===== src/rtl/k_energy_pkg.sv =====
// Shared constants for the complex-sample frame energy accumulator.
// Output-FSM states and width derivations used by the pipe and the top.
package k_energy_pkg;

  typedef enum logic {
    OUT_EMPTY = 1'b0,
    OUT_FULL  = 1'b1
  } out_state_e;

  // re^2 + im^2 needs one bit above a single square
  localparam int PWR_GUARD = 1;

  function automatic int sq_width(input int in_w);
    return 2 * in_w;
  endfunction

  function automatic int pwr_width(input int in_w);
    return sq_width(in_w) + PWR_GUARD;
  endfunction

endpackage


===== src/rtl/k_cplx_power_pipe.sv =====
// Three-stage |x|^2 pipe: capture, square, sum.
// Valid and last ride alongside the data; all stages freeze when en_i is low.
module k_cplx_power_pipe
  import k_energy_pkg::*;
#(
  parameter int IN_WIDTH = 16
) (
  input  logic                          clk,
  input  logic                          aresetn,
  input  logic                          en_i,
  input  logic                          valid_i,
  input  logic                          last_i,
  input  logic [IN_WIDTH-1:0]           re_i,
  input  logic [IN_WIDTH-1:0]           im_i,
  output logic                          valid_o,
  output logic                          last_o,
  output logic [pwr_width(IN_WIDTH)-1:0] pwr_o
);

  localparam int SW = sq_width(IN_WIDTH);
  localparam int PW = pwr_width(IN_WIDTH);

  logic [IN_WIDTH-1:0] re_q, im_q;
  logic                v1_q, l1_q;
  logic [SW-1:0]       re_x, im_x;
  logic [SW-1:0]       sq_re_d, sq_im_d;
  logic [SW-1:0]       sq_re_q, sq_im_q;
  logic                v2_q, l2_q;
  logic [PW-1:0]       pwr_d, pwr_q;
  logic                v3_q, l3_q;

  // Sign-extend before squaring so the low 2W bits are the exact product
  assign re_x = {{IN_WIDTH{re_q[IN_WIDTH-1]}}, re_q};
  assign im_x = {{IN_WIDTH{im_q[IN_WIDTH-1]}}, im_q};

  assign sq_re_d = re_x * re_x;
  assign sq_im_d = im_x * im_x;
  assign pwr_d   = {1'b0, sq_re_q} + {1'b0, sq_im_q};

  always_ff @(posedge clk or negedge aresetn) begin
    if (!aresetn) begin
      re_q    <= '0;
      im_q    <= '0;
      v1_q    <= 1'b0;
      l1_q    <= 1'b0;
      sq_re_q <= '0;
      sq_im_q <= '0;
      v2_q    <= 1'b0;
      l2_q    <= 1'b0;
      pwr_q   <= '0;
      v3_q    <= 1'b0;
      l3_q    <= 1'b0;
    end else if (en_i) begin
      re_q    <= re_i;
      im_q    <= im_i;
      v1_q    <= valid_i;
      l1_q    <= last_i;
      sq_re_q <= sq_re_d;
      sq_im_q <= sq_im_d;
      v2_q    <= v1_q;
      l2_q    <= l1_q;
      pwr_q   <= pwr_d;
      v3_q    <= v2_q;
      l3_q    <= l2_q;
    end
  end

  assign valid_o = v3_q;
  assign last_o  = l3_q;
  assign pwr_o   = pwr_q;

endmodule


===== src/rtl/k_energy_accumulator.sv =====
// Frame energy accumulator over complex samples with saturation,
// forced frame end at 2^MAX_FRAME_LOG2 samples and a one-deep result register.
module k_energy_accumulator
  import k_energy_pkg::*;
#(
  parameter int IN_WIDTH       = 16,
  parameter int ACC_WIDTH      = 48,
  parameter int MAX_FRAME_LOG2 = 10
) (
  input  logic                      clk,
  input  logic                      aresetn,
  input  logic                      s_axis_tvalid,
  output logic                      s_axis_tready,
  input  logic [2*IN_WIDTH-1:0]     s_axis_tdata,
  input  logic                      s_axis_tlast,
  output logic                      m_axis_tvalid,
  input  logic                      m_axis_tready,
  output logic [ACC_WIDTH-1:0]      m_axis_tdata,
  output logic [MAX_FRAME_LOG2:0]   m_axis_tcount,
  output logic                      m_axis_tsat
);

  localparam int PW = pwr_width(IN_WIDTH);
  localparam int CW = MAX_FRAME_LOG2 + 1;
  localparam logic [CW-1:0] CNT_ONE = CW'(1);
  localparam logic [CW-1:0] CNT_MAX = {1'b1, {MAX_FRAME_LOG2{1'b0}}};

  logic                 en;
  logic                 p_valid, p_last;
  logic [PW-1:0]        p_pwr;

  logic [ACC_WIDTH:0]   sum_w;
  logic                 ovf;
  logic [ACC_WIDTH-1:0] sat_val;
  logic [CW-1:0]        cnt_inc;
  logic                 fe, accum;

  logic [ACC_WIDTH-1:0] acc_q, acc_d;
  logic [CW-1:0]        cnt_q, cnt_d;
  logic                 ssat_q, ssat_d;
  logic [ACC_WIDTH-1:0] dat_q, dat_d;
  logic [CW-1:0]        ocnt_q, ocnt_d;
  logic                 osat_q, osat_d;
  out_state_e           state_q, state_d;

  assign en            = !(m_axis_tvalid && !m_axis_tready);
  assign s_axis_tready = en;

  k_cplx_power_pipe #(
    .IN_WIDTH (IN_WIDTH)
  ) u_pipe (
    .clk     (clk),
    .aresetn (aresetn),
    .en_i    (en),
    .valid_i (s_axis_tvalid),
    .last_i  (s_axis_tlast),
    .re_i    (s_axis_tdata[2*IN_WIDTH-1:IN_WIDTH]),
    .im_i    (s_axis_tdata[IN_WIDTH-1:0]),
    .valid_o (p_valid),
    .last_o  (p_last),
    .pwr_o   (p_pwr)
  );

  // One spare bit on the add exposes overflow for the clamp
  assign sum_w   = {1'b0, acc_q} + {{(ACC_WIDTH+1-PW){1'b0}}, p_pwr};
  assign ovf     = sum_w[ACC_WIDTH];
  assign sat_val = ovf ? '1 : sum_w[ACC_WIDTH-1:0];
  assign cnt_inc = cnt_q + CNT_ONE;

  assign fe    = en && p_valid && (p_last || (cnt_inc == CNT_MAX));
  assign accum = en && p_valid && !fe;

  always_comb begin
    acc_d  = acc_q;
    cnt_d  = cnt_q;
    ssat_d = ssat_q;
    dat_d  = dat_q;
    ocnt_d = ocnt_q;
    osat_d = osat_q;
    unique case (1'b1)
      fe: begin
        acc_d  = '0;
        cnt_d  = '0;
        ssat_d = 1'b0;
        dat_d  = sat_val;
        ocnt_d = cnt_inc;
        osat_d = ssat_q | ovf;
      end
      accum: begin
        acc_d  = sat_val;
        cnt_d  = cnt_inc;
        ssat_d = ssat_q | ovf;
      end
      default: ;
    endcase
  end

  always_ff @(posedge clk or negedge aresetn) begin
    if (!aresetn) begin
      acc_q  <= '0;
      cnt_q  <= '0;
      ssat_q <= 1'b0;
      dat_q  <= '0;
      ocnt_q <= '0;
      osat_q <= 1'b0;
    end else begin
      acc_q  <= acc_d;
      cnt_q  <= cnt_d;
      ssat_q <= ssat_d;
      dat_q  <= dat_d;
      ocnt_q <= ocnt_d;
      osat_q <= osat_d;
    end
  end

  always_ff @(posedge clk or negedge aresetn) begin
    if (!aresetn) state_q <= OUT_EMPTY;
    else          state_q <= state_d;
  end

  always_comb begin
    state_d = state_q;
    unique case (state_q)
      OUT_EMPTY: if (fe) state_d = OUT_FULL;
      OUT_FULL:  if (!fe && m_axis_tready) state_d = OUT_EMPTY;
      default:   state_d = OUT_EMPTY;
    endcase
  end

  always_comb begin
    m_axis_tvalid = (state_q == OUT_FULL);
    m_axis_tdata  = dat_q;
    m_axis_tcount = ocnt_q;
    m_axis_tsat   = osat_q;
  end

endmodule


===== config.mk =====
export PLATFORM = sky130hd
export DESIGN_NAME = k_energy_accumulator
export DESIGN_NICKNAME = d
export VERILOG_FILES = /design/src/rtl/k_energy_pkg.sv /design/src/rtl/k_cplx_power_pipe.sv /design/src/rtl/k_energy_accumulator.sv
export SDC_FILE = /design/constraint.sdc
export NUM_CORES = 2
export LEC_CHECK = 0
export ABC_AREA = 1
export BUFFER_PORTS_ARGS = -buffer_cell sky130_fd_sc_hd__buf_2
export CAP_MARGIN = 25
export CORE_MARGIN = 4
export CORE_UTILIZATION = 55
export CTS_CLUSTER_DIAMETER = 60
export DETAILED_ROUTE_END_ITERATION = 16
export GPL_TIMING_DRIVEN = 0
export PLACE_DENSITY = 0.71
export SLEW_MARGIN = 30
export SYNTH_ARGS = -nofsm -noshare
export SYNTH_HDL_FRONTEND = slang
export SYNTH_HIERARCHICAL = 1
export SYNTH_SLANG_ARGS = --single-unit

===== constraint.sdc =====
create_clock -name clk -period 5.55 [get_ports clk]
set_input_delay 1.11 -clock clk [delete_from_list [all_inputs] [get_ports clk]]
set_output_delay 1.11 -clock clk [all_outputs]
set_load 0.01 [all_outputs]

# After elaboration in Yosys (flattened, before gate mapping)
# Index checks and enable logic that the tools add are counted.
[classes]
n_addsub = 3
bitwise = 2
n_eq_ne = 1
n_reduce_logical = 10
mul = 2
n_mux = 7
[ops]
columns = ["op", "n"]
rows = [
  ["$pmux 48 s2", 1],
  ["$mul 16x16->32", 2],
  ["$add 48x33->49", 1],
  ["$mux 48", 1],
  ["$add 32x32->33", 1],
  ["$pmux 11 s2", 1],
  ["$add 11x1->11 const B", 1],
  ["$eq 11x11->1 const B", 1],
  ["$logic_and 1x1->1", 5],
  ["$pmux 1 s2", 2],
  ["$logic_not 1->1", 3],
  ["$mux 1", 2],
  ["$reduce_bool 2->1", 1],
  ["$logic_or 1x1->1", 1],
  ["$not 1->1", 1],
  ["$or 1x1->1", 1],
]
[word_totals]
ff_bits = 256
in_bits = 37
wordCells = 43
output_inout_bits = 62

# Depth between registers and ports, before layout
[depth]
word_depth = 9
ltp_mapped = 29
depth_no_buf = 27

# Modules after synthesis
# The synthesis kept the hierarchy.
[by_module_without_submodules]
columns = ["module", "seq_area_each_um2", "instances", "area_each_um2", "cells_each"]
rows = [
  ["k_cplx_power_pipe", 3328.2, 1, 26839.5, 3572],
  ["k_energy_accumulator", 3027.9, 1, 8595.7, 1400],
]

# Least setup slack after synthesis
# No wires, ideal clock.
[synth_path]
kind = "register -> register"
start = "reg u_pipe.im_q[1]"
end = "reg u_pipe.sq_im_q[31]"
arrival_time_ns = 5.453
setup_time_ns = 0.118
slack_ns = -0.021
stages_incl_launch_ff = 23
t_required_ns = 5.432
synth_period_minus_slack_ns = 5.571
n_path_buf = 2
path_cell_list = "dfrtp_1 -> clkbuf_1 -> buf_1 -> nand2_1 -> inv_1 -> fa_1 -> fa_1 -> fa_1 -> fa_1 -> fa_1 -> inv_1 -> fa_1 -> inv_1 -> ha_1 -> nand2_1 -> nor2_1 -> inv_1 -> nor3_1 -> nand2_1 -> nand2_1 -> nand2_1 -> nand3_1 -> nand2_1"
[synth_between]
elab_chain_len = 1
[synth_lines]
columns = ["item", "line_no", "text"]
rows = [
  ["start, declared", "k_cplx_power_pipe.sv:23", "logic [IN_WIDTH-1:0] re_q, im_q;"],
  ["start signal, assigned", "k_cplx_power_pipe.sv:55", "im_q <= im_i;"],
  ["$mul 16x16->32", "k_cplx_power_pipe.sv:37", "assign sq_im_d = im_x * im_x;"],
  ["end signal, assigned", "k_cplx_power_pipe.sv:59", "sq_im_q <= sq_im_d;"],
  ["end, declared", "k_cplx_power_pipe.sv:27", "logic [SW-1:0] sq_re_q, sq_im_q;"],
]
# Every way passes these cells.
# A chain may end at the register's enable or synchronous reset.

# Worst setup path after layout
[layout_path]
start = "reg u_pipe.re_q[6]"
end = "reg u_pipe.sq_re_q[30]"
[layout_between]
elab_chain_len = 1
[layout_lines]
columns = ["item", "line_no", "text"]
rows = [
  ["start, declared", "k_cplx_power_pipe.sv:23", ""],
  ["start signal, assigned", "k_cplx_power_pipe.sv:54", "re_q <= re_i;"],
  ["$mul 16x16->32", "k_cplx_power_pipe.sv:36", "assign sq_re_d = re_x * re_x;"],
  ["end signal, assigned", "k_cplx_power_pipe.sv:58", "sq_re_q <= sq_re_d;"],
  ["end, declared", "k_cplx_power_pipe.sv:27", ""],
]
# Every way passes these cells.

==> flow_metrics.env <==
export IMPL_critPathKind="register to register"
export IMPL_synth_commonest_cells="1,766 x nand2_1, 1,183 x inv_1, 470 x fa_1"
export IMPL_period_minus_slack_ns=5.57
export IMPL_max_freq_mhz=180
export IMPL_synth_area_per_cell_um2=7.13
export IMPL_wl_mm=102
export IMPL_antenna_found_initial=2
export IMPL_yosysTopAreaCell="fa_1"
export IMPL_synth_warnings=6
export IMPL_maxCapViolations=0
export IMPL_yosysMostFrequentCell="nand2_1"
export IMPL_drc=0
export IMPL_critPathLaunchType="register"
export IMPL_die_area_um2=68600
export IMPL_worstPathRequired_ns=6.01
export IMPL_grt_usage_pct=29.6
export IMPL_drtIter0Drc=2178
export IMPL_finalCritPeriodShare_pct=100
export IMPL_status="finished, violations left"
export IMPL_async_flop_share_pct=100
export IMPL_cts_tree="built"
export IMPL_slowest_stage="fa_2"
export IMPL_rsz0062_at_grt="yes"
export IMPL_io_pins=99
export IMPL_clock_path_buffers=3
export IMPL_setup_tns_ns=-0.0222
export IMPL_grt_ovfl_total=0
export IMPL_clock_sinks=254
export IMPL_cp_common_cell="fa_1"
export IMPL_die_w_um=262
export IMPL_numPortBuffers=98
export IMPL_syn_nets=5724
export IMPL_area_growth_pct=17.5
export IMPL_fin_worst_skew_ns=0.0179
export IMPL_grt_pass1_vias=31200
export IMPL_grt_first_pass_wirelength_mm=160
export IMPL_yosysUniqueCellTypes=38
export IMPL_grt_max_degree=80
export IMPL_slew_viol_final=0
export IMPL_violations="setup timing"
export IMPL_end_kind="register"
export IMPL_synthTopCellsByArea="fa_1 27%, nand2_1 19%, dfrtp_1 18%"
export IMPL_ctsHoldBuffers=0
export IMPL_clk_pin_slew_worst_paths_ns=0.06
export IMPL_max_stage_delay_ns=0.62
export IMPL_cts_buffers=41
export IMPL_die_h_um=262
export IMPL_hold_viol=0
export IMPL_initial_core_util_pct=55.9
export IMPL_gp_congestion=0.985
export IMPL_clk_latency_ns=0.58
export IMPL_drive_above_1_share_pct=14.6
export IMPL_crit_chain="buf_8, buf_12, nand2_4, fa_1, inv_2, fa_2, buf_12, fa_2, buf_6, fa_1, inv_2, fa_1, inv_2, fa_1, ha_4, buf_6, a21oi_2, o21a_1, nand2_1, a21oi_2, nand3_1, nand3_1, nand2_1"
export IMPL_core_area_um2=63400
export IMPL_syn_inst=4972
export IMPL_worst_pin_slew_ns=1.02
export IMPL_setup_viol=2
export IMPL_antenna_left=0
export IMPL_dp_hpwl_mm=80.7
export IMPL_via_count=31500
export IMPL_slew_headroom_pct=31.9
export IMPL_hold_path_class="input port to asynchronous set/reset pin"
export IMPL_synth_edff_count=0
export IMPL_viasPerCell=5.16
export IMPL_ys_dominant_reg_cell="dfrtp_1"
export IMPL_nets=5979
export IMPL_fp_row_count=92
export IMPL_cts_root_buf="clkbuf_16"
export IMPL_drtPass1Iterations=6
export IMPL_fillers=5488
export IMPL_place_ws_ns=-1.15
export IMPL_syn_area_um2=35400
export IMPL_yosysSeqAreaShare_pct=17.9
export IMPL_setup_slack_ns=-0.0164
export IMPL_synth_top_cell_area_share_pct=26.6
export IMPL_ys_ff_latch=254
export IMPL_routedWlPerCell_um=16.7
export IMPL_critPathMaxFanout=5
export IMPL_cp_arrival_ns=6.03
export IMPL_htree_levels=2
-- layout by cell type, fill, tap and decap left out, types with 8 or more instances in the layout --
cell type / count
a21oi_1: 67
a21oi_2: 22
buf_12: 10
buf_2: 114
buf_4: 122
buf_6: 19
buf_8: 24
clkbuf_1: 25
clkbuf_16: 44
clkbuf_8: 14
clkinvlp_4: 8
dfrtp_1: 235
dfrtp_2: 19
fa_1: 445
fa_2: 25
ha_1: 203
ha_4: 41
inv_1: 1142
inv_2: 42
inv_6: 8
nand2_1: 1677
nand2_2: 72
nand2_4: 35
nand3_1: 207
nand3_2: 27
nand3b_1: 11
nand4_1: 58
nor2_1: 210
nor2_2: 21
nor2_4: 37
nor3_1: 14
nor3_2: 12
o21ai_0: 62
o21ai_1: 9
o21bai_1: 25
xnor2_1: 51
xor2_1: 21
-- metrics by stage --
stage          instances  area [µm²]  utilization, %  hold slack, ns
6_report            6106       41600            65.6           0.414
3_3_place_gp        5916       37000            58.3           0.457
3_5_place_dp        5919       37100            58.5           0.460
4_1_cts             6018       39600            62.4           0.399
2_1_floorplan       4972       35400               -           0.442
5_1_grt             6105       41600            65.6           0.412
-- cell families (layout without fill, tap and decap cells) --
logic type      Yosys count  count (layout)  share of synthesized area (%)
other cells               0               1                              0
xor+xnor                 74              74                           1.83
flops                   254             254                           17.9
simple gates           2403            2403                           27.5
compound gates          210             210                           3.38
buf+inv                1316            1603                           14.2
fa+ha+maj               715             715                           35.2
-- layout make-up --
type / instances / area [µm²] / area share [%]
Clock buffer: 51 / 1130 / 2.72
Tap cell: 846 / 1060 / 2.54
Clock inverter: 24 / 249 / 0.598
Antenna cell: 1 / 2.50 / 0.00601
Multi-Input combinational cell: 3402 / 25700 / 61.6
Sequential cell: 254 / 6380 / 15.3
Timing Repair Buffer: 230 / 1690 / 4.07
Inverter: 1193 / 4510 / 10.8
Buffer: 105 / 952 / 2.29
-- per-layer routing --
metal  vias up  track usage, %  share of wire [%]
met3       252            4.45                6.6
met1     15100            38.7                 41
li1      15100               -                  -
met5         -               0              0.014
met2      1058            50.4                 49
met4         2            10.5                4.2
-- final timing paths --
kind                                         startpoint                             end  slack (ns)  depth (start not counted)
max                          u_pipe/re_q[6]$_DFFE_PN0P_  u_pipe/sq_re_q[30]$_DFFE_PN0P_       -0.02                         23
max in group asynchronous                       aresetn      u_pipe/im_q[1]$_DFFE_PN0P_        3.66                          4
max reg2reg                  u_pipe/re_q[6]$_DFFE_PN0P_  u_pipe/sq_re_q[30]$_DFFE_PN0P_       -0.02                         23
min in group clk           m_axis_tdata[26]$_DFFE_PN0P_    m_axis_tdata[26]$_DFFE_PN0P_        0.47                          2
min                                             aresetn    m_axis_tcount[0]$_DFFE_PN0P_        0.41                          1
min reg2reg                m_axis_tdata[26]$_DFFE_PN0P_    m_axis_tdata[26]$_DFFE_PN0P_        0.47                          2
-- registers in the layout, summed over array words and instances, names as in the netlist, 11 cells and up --
name	flops
u_pipe/pwr_o	33
u_pipe/re_q	16
acc_q	48
u_pipe/im_q	16
m_axis_tdata	48
m_axis_tcount	11
u_pipe/sq_im_q	31
u_pipe/sq_re_q	31
cnt_q	11
-- what timing repair did --
action                     in CTS  in global routing
setup endpoints to repair      47                 42
pin swaps                      29                170
buffers inserted               42                 85
gates resized for setup       228                386
gates cloned                    0                  2
-- critical path, delay by kind of cell (launching register included) --
family / cells / cell delay, ns
AOI/OAI and AO/OA: 3 / 0.46
DFF: 1 / 0.40
buffers and inverters: 8 / 0.79
adders and majority gates: 7 / 3.41
and+or+nand+nor: 5 / 0.38
Power is left out: the tool's default activity adds up to more than one toggle a clock period on the data nets, which glitch-free logic cannot reach.
